### src/rtl/dma_ctrl_pkg.sv
// Shared definitions for the page-copy DMA controller: state encoding,
// default address map and the copy-source address helper.
package dma_ctrl_pkg;

  typedef enum logic [1:0] {
    ST_IDLE  = 2'd0,
    ST_ALIGN = 2'd1,
    ST_READ  = 2'd2,
    ST_WRITE = 2'd3
  } dma_state_e;

  localparam logic [15:0] TRIG_ADDR_DEF = 16'h4014;
  localparam logic [15:0] DST_ADDR_DEF  = 16'h2004;

  // The source never leaves its page because a transfer is at most 256 bytes.
  function automatic logic [15:0] src_addr(input logic [7:0] page, input logic [8:0] idx);
    return {page, idx[7:0]};
  endfunction

endpackage

### src/rtl/dma_ctrl.sv
// Page-copy DMA controller: passes the MPU bus through to memory when idle and
// takes it over, holding the MPU on RDY, to copy LEN bytes to a destination.
module dma_ctrl
  import dma_ctrl_pkg::*;
#(
  parameter logic [15:0] TRIG_ADDR = TRIG_ADDR_DEF,
  parameter logic [15:0] DST_ADDR  = DST_ADDR_DEF,
  parameter bit          DST_INC   = 1'b0,
  parameter int          LEN       = 256
) (
  input  logic        CLK,
  input  logic        RES_N,
  input  logic [15:0] MPU_AB,
  input  logic        MPU_R_W,
  input  logic [7:0]  MPU_DB_OUT,
  output logic        RDY,
  output logic [15:0] MEM_A,
  output logic        MEM_WE,
  output logic [7:0]  MEM_WD,
  input  logic [7:0]  MEM_RD,
  output logic        BUSY,
  output logic        DONE
);

  localparam logic [8:0] LAST_IDX = 9'(LEN - 1);

  dma_state_e  state_q, state_d;
  logic [8:0]  idx_q, idx_d;
  logic [7:0]  page_q, page_d;
  logic [7:0]  data_q, data_d;

  function automatic logic [15:0] dst_addr(input logic [8:0] idx);
    return DST_ADDR + (DST_INC ? 16'(idx) : 16'h0000);
  endfunction

  always_ff @(posedge CLK or negedge RES_N) begin
    if (!RES_N) begin
      state_q <= ST_IDLE;
      idx_q   <= '0;
      page_q  <= '0;
      data_q  <= '0;
    end else begin
      state_q <= state_d;
      idx_q   <= idx_d;
      page_q  <= page_d;
      data_q  <= data_d;
    end
  end

  always_comb begin
    state_d = state_q;
    idx_d   = idx_q;
    page_d  = page_q;
    data_d  = data_q;
    unique case (state_q)
      ST_IDLE: begin
        if (!MPU_R_W && (MPU_AB == TRIG_ADDR)) begin
          page_d  = MPU_DB_OUT;
          idx_d   = '0;
          state_d = ST_ALIGN;
        end
      end
      // A 6502 ignores RDY on write cycles, so wait for it to sit on a read.
      ST_ALIGN: begin
        if (MPU_R_W) state_d = ST_READ;
      end
      ST_READ: begin
        data_d  = MEM_RD;
        state_d = ST_WRITE;
      end
      ST_WRITE: begin
        idx_d   = idx_q + 9'd1;
        state_d = (idx_q == LAST_IDX) ? ST_IDLE : ST_READ;
      end
      default: state_d = ST_IDLE;
    endcase
  end

  always_comb begin
    RDY    = 1'b1;
    MEM_A  = MPU_AB;
    MEM_WE = ~MPU_R_W;
    MEM_WD = MPU_DB_OUT;
    DONE   = 1'b0;
    unique case (state_q)
      ST_IDLE: ;
      ST_ALIGN: RDY = 1'b0;
      ST_READ: begin
        RDY    = 1'b0;
        MEM_A  = src_addr(page_q, idx_q);
        MEM_WE = 1'b0;
      end
      ST_WRITE: begin
        RDY    = 1'b0;
        MEM_A  = dst_addr(idx_q);
        MEM_WE = 1'b1;
        MEM_WD = data_q;
        DONE   = (idx_q == LAST_IDX);
      end
      default: ;
    endcase
  end

  assign BUSY = (state_q != ST_IDLE);

endmodule

### config.mk
export PLATFORM = sky130hd
export DESIGN_NAME = dma_ctrl
export DESIGN_NICKNAME = d
export VERILOG_FILES = /design/src/rtl/dma_ctrl_pkg.sv /design/src/rtl/dma_ctrl.sv
export SDC_FILE = /design/constraint.sdc
export NUM_CORES = 1
export LEC_CHECK = 0
export ABC_AREA = 1
export BUFFER_PORTS_ARGS = -buffer_cell sky130_fd_sc_hd__buf_2
export CORE_UTILIZATION = 35
export DETAILED_ROUTE_END_ITERATION = 8
export GPL_TIMING_DRIVEN = 0
export HOLD_SLACK_MARGIN = 0.08
export PLACE_DENSITY = 0.61
export SYNTH_ARGS = -nofsm -noshare
export SYNTH_HDL_FRONTEND = slang
export SYNTH_SLANG_ARGS = --single-unit
### constraint.sdc
create_clock -name CLK -period 1.85 [get_ports CLK]
set_input_delay 0.0925 -clock CLK [delete_from_list [all_inputs] [get_ports CLK]]
set_output_delay 0.0925 -clock CLK [all_outputs]
set_load 0.03 [all_outputs]
Word level (Yosys, flattened, before mapping)
Index checks and enable logic that the tools add are counted.

cells by class
  add/subtract/negate cells = 1
  equality and inequality tests = 7
  mux-type cells = 11
  bitwise logic cells = 1
  reduce and logical (&&, ||, !) cells = 9

operator list
  cell                  number
  $pmux 16 s2           1
  $pmux 9 s2            1
  $eq 16x15->1 const B  1
  $add 9x1->9 const B   1
  $eq 9x8->1 const B    1
  $mux 9                1
  $mux 8                1
  $pmux 2 s4            1
  $mux 2                3
  $reduce_and 2->1      3
  $eq 2x2->1 const B    2
  $ne 2x2->1 const B    2
  $reduce_bool 2->1     2
  $reduce_or 3->1       1
  $eq 2x1->1 const B    1
  $logic_not 2->1       1
  $mux 1                2
  $pmux 1 s2            1
  $logic_and 1x1->1     1
  $logic_not 1->1       1
  $not 1->1             1

storage, ports and cells
  flip-flop bits (word level) = 27
  bits of input ports = 35
  output and inout bits = 28
  logic and storage cells = 33

Depth between registers and ports, before layout
  depth after elaboration = 4
  depth in mapped cells = 8
  depth with buffers taken out = 8

Worst setup path after synthesis
Ideal clock, no wire load.

  kind = reg2reg
  start = register idx_q[0]
  end = register state_q[1]
  library setup time = 0.148 ns
  data arrival time = 1.754 ns
  data required time = 1.702 ns
  path slack = -0.052 ns
  stages on the path, launching flop included = 9
  buffers on the path = 0
  clock period less this slack = 1.902 ns
  path through = dfrtp_1 ha_1 nand4_1 or2_2 nor2_1 ha_1 inv_1 nor2_1 nor3_1

between the ends
  word-level cells in the longest chain between the ends = 3

RTL lines
  item                    RTL line        source
  start, declared         dma_ctrl.sv:28  logic [8:0] idx_q, idx_d;
  start signal, assigned  dma_ctrl.sv:44  idx_q <= idx_d;
  $eq 9x8->1              dma_ctrl.sv:73  state_d = (idx_q == LAST_IDX) ? ST_IDLE : ST_READ;
  $mux 2                  dma_ctrl.sv:73
  $pmux 2 s4              dma_ctrl.sv:55  unique case (state_q)
  end signal, assigned    dma_ctrl.sv:43  state_q <= state_d;
  end, declared           dma_ctrl.sv:27  dma_state_e state_q, state_d;

Every way passes these cells.
A chain may end at the register's enable or synchronous reset.

Final worst setup path
  start = register idx_q[1]
  end = output port DONE

between the ends
  word-level cells in the longest chain between the ends = 2

RTL lines
  item           RTL line        source
  $eq 9x8->1     dma_ctrl.sv:98  DONE = (idx_q == LAST_IDX);
  $mux 1         dma_ctrl.sv:85  unique case (state_q)
  end, declared  dma_ctrl.sv:22  output logic DONE

Every way passes these cells.

==> reports/metrics.csv <==
metric,value,unit
status,finished with violations,
failing checks,setup timing,
Synth-to-Final Area Change,44.5,%
mux contribution to synthesized area,0,%
vias per cell,4.80,
Hold WC Path Type,in -> reg,
sequential area share after synthesis,43.0,%
Tot Pwr,3250,uW
DIE AREA,4760,um^2
Least-Margin Pin Slew,0.623,ns
Post-DRT Antenna Nets,0,
crit path capture type,output pin,
design area,2270,um^2
RSZ-0062 raised after global routing,true,
deepest clock path buffer count,2,
critical path class,reg -> out,
M2 GR Usage,32.9,%
number of flops mapped to enable cells by yosys,0,
Crit path arrival time,1.83,ns
CP Launch Type,flop,
WL per Instance,12.9,um
vias in the first global route,1620,
met1 Resource Use GR,26.5,%
number of antenna violations at the first check in global routing,0,
Final Hold Viols,0,
met3 GRT Util,1.46,%
Slew Limit Fails,0,
Reg area,676,um^2
initial drt markers,69,
global route overflow,0,
root buffer cell,clkbuf_8,
Yosys reg bits,27,
Die Ht,69.0,um
Ys Warns,0,
synthesized cell area,1570,um^2
Compound-Gate Fraction of Synth Area,8.76,%
Initial Util,36.3,%
crit share post-route,104,%
num ports,63,
Fin Hold WS,0.0823,ns
dpl ws,-0.000669,ns
DR DRC count,0,
largest net degree at the start of global routing,28,
GP Congestion,0.842,
H-Tree Depth,1,
share of post-route cells with drive strength above 1,30.5,%
largest family of logic cells by synthesized area,simple AND/OR/NAND/NOR gates,
"leading cell types in the layout, fill and taps excluded","89 x nand2_1, 59 x buf_2, 27 x dfrtp_1, 17 x inv_1, 17 x nand3_1",
Mapped Cells,221,
"most common cell after layout, fill and taps aside",nand2_1,
Post-Syn Nets,258,
gr busiest metal,met2,
Worst Skew,0.000780,ns
diodes inserted,0,
Worst slew margin,58.4,%
clk_lat worst skew,0.27,ns
pwr/cell area,1430,nW/um^2
ys async rst share,100,%
leakage power,0.00126,uW
footprint of the multi-input gates,845,um^2
Synth Area in Adders,1.59,%
"Min Clock Period, post-route",1.92,ns
clock sink total,27,
first-pass GRT wire length,7490,um
total global-route track usage,19.5,%
Yosys top cell area share,43.0,%
IO buf count,62,
Synth area leader,dfrtp_1,
Routed WL,4660,um
syn avg cell area,7.11,um^2
final worst slack,-0.0690,ns
Max VDD drop,700,uV
"Top FF cell, synth",dfrtp_1,
highest clock rate,0.521,GHz
fin util,52.5,%
Max Cap Viol,0,
fin nets,346,
TritonCTS clock tree,built,
Synth Area in Simple Gates,39.5,%
Die W,69.0,um
Row Count,24,
dominant cells by area after synthesis,"dfrtp_1 43%, nand2_1 21%, nand3_1 5.4%",
XOR/XNOR Fraction of Synth Area,0,%
DRT Pass-1 Iters,5,
required time worst endpoint,1.76,ns
vias,1729,
TritonCTS buffer count,3,
Post-Place Cell Area,1950,um^2
fillers,443,
Finish-stage setup viols,1,
CP Max Fanout,3,
clock-pin transition on the worst setup and hold timing paths,0.09,ns
Placeable Area,4320,um^2
synth unique cells,23,
Detail Placement HPWL,3320,um
worst max-delay path: stages (launching register included):
cell and delay [ns]:
dfrtp_1 0.42, ha_4 0.17, nand4_1 0.15, or2_4 0.28
nor2_4 0.10, ha_4 0.13, inv_2 0.04, nor2_4 0.11
buf_6 0.15
per-layer routing:
metal	up-vias	part of all wire (%)
li1	893	-
met1	781	46
met2	51	49
met3	4	4.2
met4	0	1.1
met5	-	0
cells in the mapped netlist (2+ instances only):
master,instances
clkbuf_1,3
o22ai_1,4
nand4_1,10
or2_2,2
ha_1,2
a21oi_1,3
o21ai_0,9
nand2_1,90
dfrtp_1,27
inv_1,18
nand3_1,17
nor2_1,18
inv_2,2
a22o_1,5
buf_2,3
final timing paths:
path / startpoint / slack [ns] / to / cells after the start
max reg2reg: idx_q[1] / 0.10 / state_q[1] / 10
min in group asynchronous: RES_N / 0.36 / data_q[2] / 2
min: MPU_DB_OUT[6] / 0.08 / page_q[6] / 3
min reg2reg: data_q[6] / 0.48 / data_q[6] / 2
max: idx_q[1] / -0.07 / DONE / 8
max in group asynchronous: RES_N / 1.08 / data_q[6] / 2
sequential cells by signal, summed over array words and instances (netlist names):
| register | flops |
|---|---|
| state_q | 2 |
| page_q | 8 |
| data_q | 8 |
| idx_q | 9 |
stage by stage:
stage / TNS [ns] / instances
2_1_floorplan: 0 / 221
3_3_place_gp: 0 / 335
3_5_place_dp: -0.000669 / 335
4_1_cts: -0.107 / 358
5_1_grt: -0.134 / 360
6_report: -0.0690 / 360
layout make-up:
cell class | count | share of cell area, %
Inverter | 21 | 3.47
Buffer | 7 | 1.87
Tap cell | 52 | 2.87
Clock inverter | 1 | 0.220
Clock buffer | 3 | 1.82
Timing Repair Buffer | 83 | 22.8
Multi-Input combinational cell | 166 | 37.2
Sequential cell | 27 | 29.8
where the power goes:
group | internal [uW] | total (uW) | switching [uW]
Combinational | 653 | 1980 | 1320
Clock | 151 | 336 | 185
Sequential | 783 | 935 | 152
Total | 1590 | 3250 | 1660
kinds of logic (layout without fill, tap and decap cells):
family	after synthesis	after routing
AO/OA/AOI/OAI	22	22
AND/OR/NAND/NOR	142	142
buffers and inverters	28	115
flip-flops	27	27
adder cells (fa/ha/maj)	2	2
timing repair:
| action | in CTS | in global routing |
|---|---|---|
| endpoints found under the setup margin | 8 | 16 |
| hold buffers | 14 | 0 |
| gates resized for setup | 7 | 17 |
| hold endpoints to repair | 40 | 0 |
| setup buffers | 5 | 3 |
| pin swaps | 2 | 1 |
Power figures use the tool's default switching activity.
